File: config.mk
export PLATFORM = sky130hd
export DESIGN_NAME = hello_world_rx
export DESIGN_NICKNAME = d
export VERILOG_FILES = /design/src/rtl/hello_world_rx.sv
export SDC_FILE = /design/constraint.sdc
export NUM_CORES = 1
export LEC_CHECK = 0
export CORE_AREA = 2 2 100 102
export DETAILED_ROUTE_END_ITERATION = 6
export DIE_AREA = 0 0 102 104
export PLACE_DENSITY = 0.42
export SYNTH_ARGS = -nofsm -noshare
export SYNTH_HDL_FRONTEND = slang
export SYNTH_SLANG_ARGS = --single-unit
File: constraint.sdc
create_clock -name clk -period 3.7 [get_ports clk]
set_input_delay 0.74 -clock clk [delete_from_list [all_inputs] [get_ports clk]]
set_output_delay 0.74 -clock clk [all_outputs]
set_load 0.02 [all_outputs]
File: src/rtl/hello_world_rx.sv
// UART 8N1 receiver with a streaming "Hello, World!" matcher.
// Each received byte is strobed out on valid; a complete message pulses match.
module hello_world_rx #(
  parameter int CLOCK_RATE     = 5,
  parameter int BAUD_RATE      = 1,
  parameter int CLOCKS_PER_BIT = CLOCK_RATE / BAUD_RATE
) (
  input  logic       clk,
  input  logic       rst,
  input  logic       rx,
  output logic [7:0] data,
  output logic       valid,
  output logic       framing_error,
  output logic       busy,
  output logic       match,
  output logic [7:0] match_count
);

  localparam int CNT_W   = $clog2(CLOCKS_PER_BIT);
  localparam int HALF    = CLOCKS_PER_BIT / 2;
  localparam int MSG_LEN = 13;

  localparam logic [CNT_W-1:0] CNT_HALF = CNT_W'(HALF - 1);
  localparam logic [CNT_W-1:0] CNT_LAST = CNT_W'(CLOCKS_PER_BIT - 1);
  localparam logic [3:0]       IDX_LAST = 4'(MSG_LEN - 1);

  localparam logic [2:0] S_IDLE      = 3'd0;
  localparam logic [2:0] S_START     = 3'd1;
  localparam logic [2:0] S_DATA      = 3'd2;
  localparam logic [2:0] S_STOP      = 3'd3;
  localparam logic [2:0] S_WAIT_IDLE = 3'd4;

  function automatic logic [7:0] msg_byte(input logic [3:0] idx);
    case (idx)
      4'd0:    msg_byte = 8'h48; // H
      4'd1:    msg_byte = 8'h65; // e
      4'd2:    msg_byte = 8'h6C; // l
      4'd3:    msg_byte = 8'h6C; // l
      4'd4:    msg_byte = 8'h6F; // o
      4'd5:    msg_byte = 8'h2C; // ,
      4'd6:    msg_byte = 8'h20; // space
      4'd7:    msg_byte = 8'h57; // W
      4'd8:    msg_byte = 8'h6F; // o
      4'd9:    msg_byte = 8'h72; // r
      4'd10:   msg_byte = 8'h6C; // l
      4'd11:   msg_byte = 8'h64; // d
      4'd12:   msg_byte = 8'h21; // !
      default: msg_byte = 8'h00;
    endcase
  endfunction

  // Synchroniser: rx is asynchronous to clk
  logic rx_meta_q, rs_q;

  // NOTE: reset value 1 matches the idle line, so reset release never looks like a start bit.
  always_ff @(posedge clk or negedge rst) begin
    if (!rst) begin
      rx_meta_q <= 1'b1;
      rs_q      <= 1'b1;
    end else begin
      // NOTE: non-blocking assignments give true flop-to-flop behaviour; blocking would collapse the chain.
      rx_meta_q <= rx;
      rs_q      <= rx_meta_q;
    end
  end

  logic [2:0]       state_q, state_d;
  logic [CNT_W-1:0] cnt_q, cnt_d;
  logic [2:0]       bit_q, bit_d;
  logic [7:0]       shift_q, shift_d;
  logic [7:0]       data_q, data_d;
  logic             valid_q, valid_d;
  logic             ferr_q, ferr_d;

  always_comb begin
    // NOTE: every output gets a default first so no path leaves it unassigned (no latches).
    state_d = state_q;
    cnt_d   = cnt_q;
    bit_d   = bit_q;
    shift_d = shift_q;
    data_d  = data_q;
    valid_d = 1'b0;
    ferr_d  = 1'b0;

    case (state_q)
      S_IDLE: begin
        if (!rs_q) begin
          state_d = S_START;
          cnt_d   = '0;
        end
      end
      S_START: begin
        if (cnt_q == CNT_HALF) begin
          cnt_d   = '0;
          bit_d   = '0;
          state_d = rs_q ? S_IDLE : S_DATA;
        end else begin
          cnt_d = cnt_q + 1'b1;
        end
      end
      S_DATA: begin
        if (cnt_q == CNT_LAST) begin
          cnt_d          = '0;
          shift_d[bit_q] = rs_q;
          if (bit_q == 3'd7) state_d = S_STOP;
          else               bit_d   = bit_q + 1'b1;
        end else begin
          cnt_d = cnt_q + 1'b1;
        end
      end
      S_STOP: begin
        if (cnt_q == CNT_LAST) begin
          cnt_d = '0;
          if (rs_q) begin
            valid_d = 1'b1;
            data_d  = shift_q;
            state_d = S_IDLE;
          end else begin
            ferr_d  = 1'b1;
            state_d = S_WAIT_IDLE;
          end
        end else begin
          cnt_d = cnt_q + 1'b1;
        end
      end
      S_WAIT_IDLE: begin
        if (rs_q) state_d = S_IDLE;
      end
      default: state_d = S_IDLE;
    endcase
  end

  always_ff @(posedge clk or negedge rst) begin
    if (!rst) begin
      state_q <= S_IDLE;
      cnt_q   <= '0;
      bit_q   <= '0;
      shift_q <= '0;
      data_q  <= '0;
      valid_q <= 1'b0;
      ferr_q  <= 1'b0;
    end else begin
      state_q <= state_d;
      cnt_q   <= cnt_d;
      bit_q   <= bit_d;
      shift_q <= shift_d;
      data_q  <= data_d;
      valid_q <= valid_d;
      ferr_q  <= ferr_d;
    end
  end

  // Matcher: 'H' appears only at position 0, so a mismatching 'H' restarts at index 1
  logic [3:0] idx_q, idx_d;
  logic       match_q, match_d;
  logic [7:0] mcount_q, mcount_d;

  always_comb begin
    idx_d    = idx_q;
    match_d  = 1'b0;
    mcount_d = mcount_q;
    if (valid_q) begin
      if (data_q == msg_byte(idx_q)) begin
        if (idx_q == IDX_LAST) begin
          idx_d   = '0;
          match_d = 1'b1;
          if (mcount_q != 8'hFF) mcount_d = mcount_q + 1'b1;
        end else begin
          idx_d = idx_q + 1'b1;
        end
      end else if (data_q == msg_byte(4'd0)) begin
        idx_d = 4'd1;
      end else begin
        idx_d = '0;
      end
    end else if (ferr_q) begin
      idx_d = '0;
    end
  end

  always_ff @(posedge clk or negedge rst) begin
    if (!rst) begin
      idx_q    <= '0;
      match_q  <= 1'b0;
      mcount_q <= '0;
    end else begin
      idx_q    <= idx_d;
      match_q  <= match_d;
      mcount_q <= mcount_d;
    end
  end

  assign data          = data_q;
  assign valid         = valid_q;
  assign framing_error = ferr_q;
  assign busy          = (state_q != S_IDLE);
  assign match         = match_q;
  assign match_count   = mcount_q;

endmodule

==> impl_metrics.yaml, run 1 <==
clocking:
  cts_buffer_depth: 2
  h-tree-depth: 2
  cts_tree: "built"
  clk_latency_ns: 0.29
  cts_resized: 0
  hold_buffers: 0
  clock_sinks: 42
  clockRootBuffer: "clkbuf_8"
  path_clk_slew_ns: 0.08
  cts_setup_buffers: 0
  numCtsBuffers: 5
place:
  io_buffers: 22
  place.gp.congestion: 0.776
  dp_hpwl_mm: 3.77
  place_ws_ns: 1.18
timing:
  clock-skew-final_ns: 0.00744
  fin_crit_ns: 2.53
  slew_headroom_pct: 35.2
  drv_slew: 0
  post-route-period-util_pct: 68.4
  rsz0062_at_grt: "no"
  finalSetupViolations: 0
  max_clock_freq_mhz: 395
  fin_setup_tns_ns: 0
  layout_setup_ws_ns: 1.17
  hold_violations: 0
  tightest_slew_ns: 0.971
synthesis:
  syn_avg_cell_area_um2: 9.73
  synth_nets: 253
  ys_types: 41
  syn_area_mm2: 0.00231
  synth-seq-cells: 42
  ys_seq_area_share_pct: 45.7
  netlist_instances: 237
  yosys_warnings: 0
grt:
  grt_pass1_wl_mm: 8.67
  grt_pass1_vias: 1720
  gr-total-overflow: 0
  grt_max_degree: 43
  grt_use_total_pct: 10.2
  antenna_found_initial: 0
min_path:
  hold_class: "reg2reg"
routing:
  wirelength_mm: 5.15
  drt_iter0_drc: 43
  drc: 0
  viasPerCell: 4.52
  dr.pass1.iters: 4
  ant_nets: 0
  routed-via-count: 1776
  wire_per_inst_um: 13.1
cells_and_area:
  syn2layout_area_growth_pct: 19.7
  drive_gt1_share_pct: 8.85
  final_nets: 275
  diodes: 0
worst_setup_path:
  critPathCaptureType: "flop"
  endpoint: "idx_q[2]$_DFFE_PN0P_"
  worst_setup_path_start_kind: "flop"
  r2r_start: "idx_q[0]$_DFFE_PN0P_"
  cpPeakStageDelay_ns: 0.52
  crit_arrival_ns: 2.72
  rrSetupSlack_ns: 1.17
  path_cells: "inv_1 > ha_1 > mux2_2 > o22ai_1 > xor2_1 > nor3_4 > nand3b_1 > o31ai_1"
  cp_max_fo: 9
  cp.required_ns: 3.89
  path_class: "reg2reg"
  worstSetupStartpoint: "idx_q[0]$_DFFE_PN0P_"
  reg2reg_to: "idx_q[2]$_DFFE_PN0P_"
  worstRegToRegCells: 8
  critPathSlowestCell: "dfrtp_1"
die:
  start_util_pct: 24.1
  ios: 23
  core-area_mm2: 0.00955
  die_y_um: 104
  die_x_um: 102
  die_area_mm2: 0.0106
  placementRows: 36
flow_run:
  drv_cap: 0
power_and_ir_drop:
  power_per_cell_area_mw_per_mm2: 433
  ir_worst_vdd_v: 0.000187
  leakagePower_nw: 1.21
run_status:
  run_status: "finished, final reports clean"
[placed cells by master, fill, tap and decap left out, types with 7 or more instances in the layout]
| cell | netlist | routed |
|---|---|---|
| a21oi_1 | 7 | 7 |
| mux2_2 | 10 | 10 |
| xnor2_1 | 9 | 9 |
| o21ai_0 | 15 | 15 |
| ha_1 | 13 | 13 |
| nor2_1 | 10 | 10 |
| nor3_1 | 7 | 7 |
| dfrtp_1 | 40 | 40 |
| clkdlybuf4s50_1 | 0 | 21 |
| nand2_1 | 42 | 42 |
| nand3_1 | 8 | 8 |
| inv_1 | 8 | 8 |
[report_power, final]
part / switching [mW] / internal, mW / total [mW]
clock network: 0.156 / 0.202 / 0.358
registers: 0.0698 / 0.512 / 0.581
logic: 0.145 / 0.112 / 0.256
total: 0.370 / 0.825 / 1.20
[per-stage QoR]
stage | utilization, % | cells | power (mW) | cell area, µm² | hold slack [ns]
2_1_floorplan | - | 237 | 0.771 | 2310 | 0.345
3_3_place_gp | 27.8 | 385 | 0.853 | 2650 | 0.346
3_5_place_dp | 27.8 | 385 | 0.852 | 2650 | 0.348
4_1_cts | 28.9 | 393 | 1.22 | 2760 | 0.361
5_1_grt | 28.9 | 393 | 1.29 | 2760 | 0.361
6_report | 28.9 | 393 | 1.20 | 2760 | 0.358
[cells by family after synthesis]
group | count (synthesis) | synth area share [%]
muxes | 13 | 6.19
buffers and inverters | 16 | 2.93
adders and majority gates | 13 | 7.05
and+or+nand+nor | 106 | 24.1
AOI/OAI and AO/OA | 35 | 9.50
xor gates and xnor gates | 12 | 4.56
DFF | 42 | 45.7
[worst max-delay path, delay by kind of cell, from the launching register on]
kind / cells / cell delay, ns
DFF: 1 / 0.52
xor gates and xnor gates: 1 / 0.14
AOI/OAI and AO/OA: 2 / 0.47
muxes: 1 / 0.27
and+or+nand+nor: 2 / 0.60
buffers and inverters: 1 / 0.15
adders and majority gates: 1 / 0.28
[routing by layer]
metal  global-route usage [%]  wire, µm  vias to the layer above
li1                         -         -                      879
met4                     3.52        93                        0
met5                        0         0                        -
met2                     17.0      2550                       27
met3                     2.42       150                        6
met1                     12.8      2350                      864
[layout make-up]
class,count,area [µm²]
sequential,42,1050
inverter,9,33.8
tap,133,166
multi-input combinational,179,1180
clock buffer,7,76.3
clock inverter,1,30.0
fill,1052,6790
timing repair buffer,22,215
[how the worst min path moves through the flow]
stage / startpoint / end / slack [ns] / cells after the start
final: rx_meta_q$_DFF_PN1_ / rs_q$_DFF_PN1_ / 0.36 / 0
after global routing: rx_meta_q$_DFF_PN1_ / rs_q$_DFF_PN1_ / 0.36 / 0
after CTS: rx_meta_q$_DFF_PN1_ / rs_q$_DFF_PN1_ / 0.36 / 0
after detailed placement: rx_meta_q$_DFF_PN1_ / rs_q$_DFF_PN1_ / 0.35 / 0
after global placement: rx_meta_q$_DFF_PN1_ / rs_q$_DFF_PN1_ / 0.35 / 0
after floorplan: rx_meta_q$_DFF_PN1_ / rs_q$_DFF_PN1_ / 0.35 / 0
[state kept, by name (all words and copies together), names as in the netlist]
signal and cells:
match 1, bit_q 3, cnt_q 3, valid 1, idx_q 4, rx_meta_q 1, framing_error 1, state_q 3
rs_q 1, shift_q 8, data 8, match_count 8
[synthesized netlist by cell type (all sizes together)]
| master | instances | area, µm² |
|---|---|---|
| and3 | 4 | 25.0 |
| nand3b | 2 | 15.0 |
| nand4b | 2 | 23.8 |
| a41oi | 2 | 17.5 |
| or3 | 2 | 12.5 |
| o211ai | 1 | 7.51 |
| nand2b | 5 | 31.3 |
| a21oi | 7 | 35.0 |
| dfrtp | 40 | 1000 |
| nand4 | 6 | 37.5 |
| nand3 | 8 | 40.0 |
| o22ai | 4 | 25.0 |
| mux2i | 3 | 30.0 |
| and4 | 1 | 8.76 |
| nor2b | 7 | 51.3 |
| xnor2 | 9 | 78.8 |
| nand2 | 42 | 158 |
| clkbuf | 3 | 11.3 |
| o21ai | 15 | 75.1 |
| nor3b | 3 | 22.5 |
| buf | 4 | 22.5 |
| nor2 | 10 | 37.5 |
| inv | 8 | 30.0 |
| nor3 | 8 | 51.3 |
| nor4bb | 1 | 10.0 |
| a31oi | 1 | 6.26 |
| a32oi | 1 | 8.76 |
| o31ai | 3 | 36.3 |
| nor4 | 4 | 25.0 |
| mux2 | 10 | 113 |
| and2 | 1 | 6.26 |
| ha | 13 | 163 |
| clkinv | 1 | 3.75 |
| a22oi | 1 | 7.51 |
| dfstp | 2 | 52.6 |
| xor2 | 3 | 26.3 |
No activity file was read; power rests on OpenSTA's default activity.
==> run 2, diff against run 1 <==
--- a/config.mk
+++ b/config.mk
@@ -8,7 +8,7 @@
 export CORE_AREA = 2 2 100 102
 export DETAILED_ROUTE_END_ITERATION = 6
 export DIE_AREA = 0 0 102 104
-export PLACE_DENSITY = 0.42
+export PLACE_DENSITY = 0.43
 export SYNTH_ARGS = -nofsm -noshare
 export SYNTH_HDL_FRONTEND = slang
 export SYNTH_SLANG_ARGS = --single-unit
==> constraint.sdc (replaced) <==
create_clock -name clk -period 2.3 [get_ports clk]
set_input_delay 0.46 -clock clk [delete_from_list [all_inputs] [get_ports clk]]
set_output_delay 0.46 -clock clk [all_outputs]
set_load 0.02 [all_outputs]
==> run 2 against run 1 <==
  * Register-to-register slack lost 0.98 ns
  * Global-route usage shrank 0.073 points
  * Die area is the same
  * Critical path depth shrank 6
  * Sequential power grew 58%
  * Total power grew 66%
  * Routed wire length shrank 2.9%
  * Non-clock buffer count grew 10
  * Worst setup slack lost 1.0 ns
  * Hold slack lost 0.13 ns
  * Core utilization grew 0.98 points
  * Sequential share of layout area shrank 1.2 points
==> impl_metrics.yaml, run 2 (synthesis results as in run 1) <==
grt:
  antenna_found_initial: 0
  grt_use_total_pct: 10.1
  gr-total-overflow: 0
  grt_max_degree: 43
  grt_pass1_vias: 1827
  grt_pass1_wl_mm: 8.77
timing:
  slew_headroom_pct: 63.7
  clock-skew-final_ns: 0.00837
  post-route-period-util_pct: 93.9
  finalSetupViolations: 0
  rsz0062_at_grt: "no"
  tightest_slew_ns: 0.544
  hold_violations: 0
  max_clock_freq_mhz: 463
  layout_setup_ws_ns: 0.141
  fin_setup_tns_ns: 0
  hold_slack_ns: 0.225
  fin_crit_ns: 2.16
  drv_slew: 0
routing:
  viasPerCell: 4.42
  wirelength_mm: 5.00
  routed-via-count: 1781
  drt_iter0_drc: 48
  dr.pass1.iters: 4
  wire_per_inst_um: 12.4
  ant_nets: 0
  drc: 0
clocking:
  numCtsBuffers: 5
  cts_buffer_depth: 2
  cts_setup_buffers: 0
  hold_buffers: 0
  clockRootBuffer: "clkbuf_8"
  path_clk_slew_ns: 0.09
  h-tree-depth: 2
  cts_tree: "built"
  clk_latency_ns: 0.29
  clock_sinks: 42
  cts_resized: 0
die:
  die_area_mm2: 0.0106
  core-area_mm2: 0.00955
  start_util_pct: 24.1
  ios: 23
  die_y_um: 104
  die_x_um: 102
  placementRows: 36
cells_and_area:
  diodes: 0
  drive_gt1_share_pct: 13.3
  fill_cells: 1034
  final_cell_mix: "nand2_1, dfrtp_1, clkdlybuf4s50_1"
  final_common_cell: "nand2_1"
  post-route-util_pct: 29.9
  syn2layout_area_growth_pct: 23.8
  final_nets: 285
  fin_area_mm2: 0.00285
  final_cells: 403
worst_setup_path:
  critPathCaptureType: "primary output"
  path_cells: "or3_1 > clkdlybuf4s50_1"
  critPathTopFamily: "buffers and inverters"
  path_class: "reg2out"
  critPathSlowestCell: "clkdlybuf4s50_1"
  worst_setup_path_start_kind: "flop"
  cp.buffers_inverters: 1
  reg2reg_to: "match_count[2]$_DFFE_PN0P_"
  cp_max_fo: 10
  cp.required_ns: 1.84
  crit_arrival_ns: 1.70
  cpPeakStageDelay_ns: 0.54
  worstRegToRegCells: 9
  r2r_start: "idx_q[0]$_DFFE_PN0P_"
  rrSetupSlack_ns: 0.19
place:
  place.gp.congestion: 0.771
  io_buffers: 22
  dpl-instance-area_mm2: 0.00273
  place_ws_ns: 0.0872
  dp_cells: 395
  dp_hpwl_mm: 3.71
power_and_ir_drop:
  power_mw: 1.98
  power_per_cell_area_mw_per_mm2: 695
  ir_worst_vdd_v: 0.000324
  leakagePower_nw: 1.27
flow_run:
  drv_cap: 0
run_status:
  run_status: "finished, final reports clean"
min_path:
  hold_class: "in2async"
## run 2: cell count changes in the layout (fill, tap and decap cells not counted), sizes merged
cell  delta
buf     +10
## run 2: area by class of cell
type	instances	area, µm²	share of cell area (%)
clock buffers	7	86.3	3.02
clock inverters	1	30.0	1.05
inverters	9	33.8	1.18
multi-input cells	179	1190	41.8
flip-flops and latches	42	1050	37.0
well taps	133	166	5.83
repair buffers	32	290	10.2
## run 2: worst reg2reg max path: stages (launching register included)
cell and delay [ns]:
dfrtp_2 0.47, inv_1 0.14, ha_1 0.18, buf_4 0.13, and3_1 0.20, nand2_1 0.13
a41oi_1 0.27, nor2b_1 0.21, nand4_1 0.13, xnor2_1 0.15
## run 2: worst max path at each step
stage                     slack (ns)                          to                    from  cells past startpoint
after floorplan                 0.17  match_count[1]$_DFFE_PN0P_    idx_q[0]$_DFFE_PN0P_                      8
after global placement          0.12  match_count[1]$_DFFE_PN0P_    idx_q[0]$_DFFE_PN0P_                      7
after detailed placement        0.09  match_count[1]$_DFFE_PN0P_    idx_q[0]$_DFFE_PN0P_                      8
after CTS                       0.08        idx_q[2]$_DFFE_PN0P_    idx_q[0]$_DFFE_PN0P_                      8
after global routing           0.003        idx_q[2]$_DFFE_PN0P_    idx_q[0]$_DFFE_PN0P_                      8
final                           0.14                        busy  state_q[1]$_DFFE_PN0P_                      2
## run 2: report_power, final
| part | leakage [nW] | switching (mW) | internal, mW | total [mW] |
|---|---|---|---|---|
| Clock | 0.0585 | 0.253 | 0.354 | 0.607 |
| Sequential | 0.567 | 0.0931 | 0.823 | 0.916 |
| Combinational | 0.644 | 0.258 | 0.203 | 0.460 |
| Total | 1.27 | 0.604 | 1.38 | 1.98 |
## run 2: per-layer routing
layer / up-vias / wire, µm / global-route usage, %
met5: - / 0 / 0
met4: 0 / 0 / 2.48
met3: 0 / 130 / 2.42
met2: 22 / 2580 / 17.1
met1: 860 / 2290 / 13.0
li1: 899 / - / -
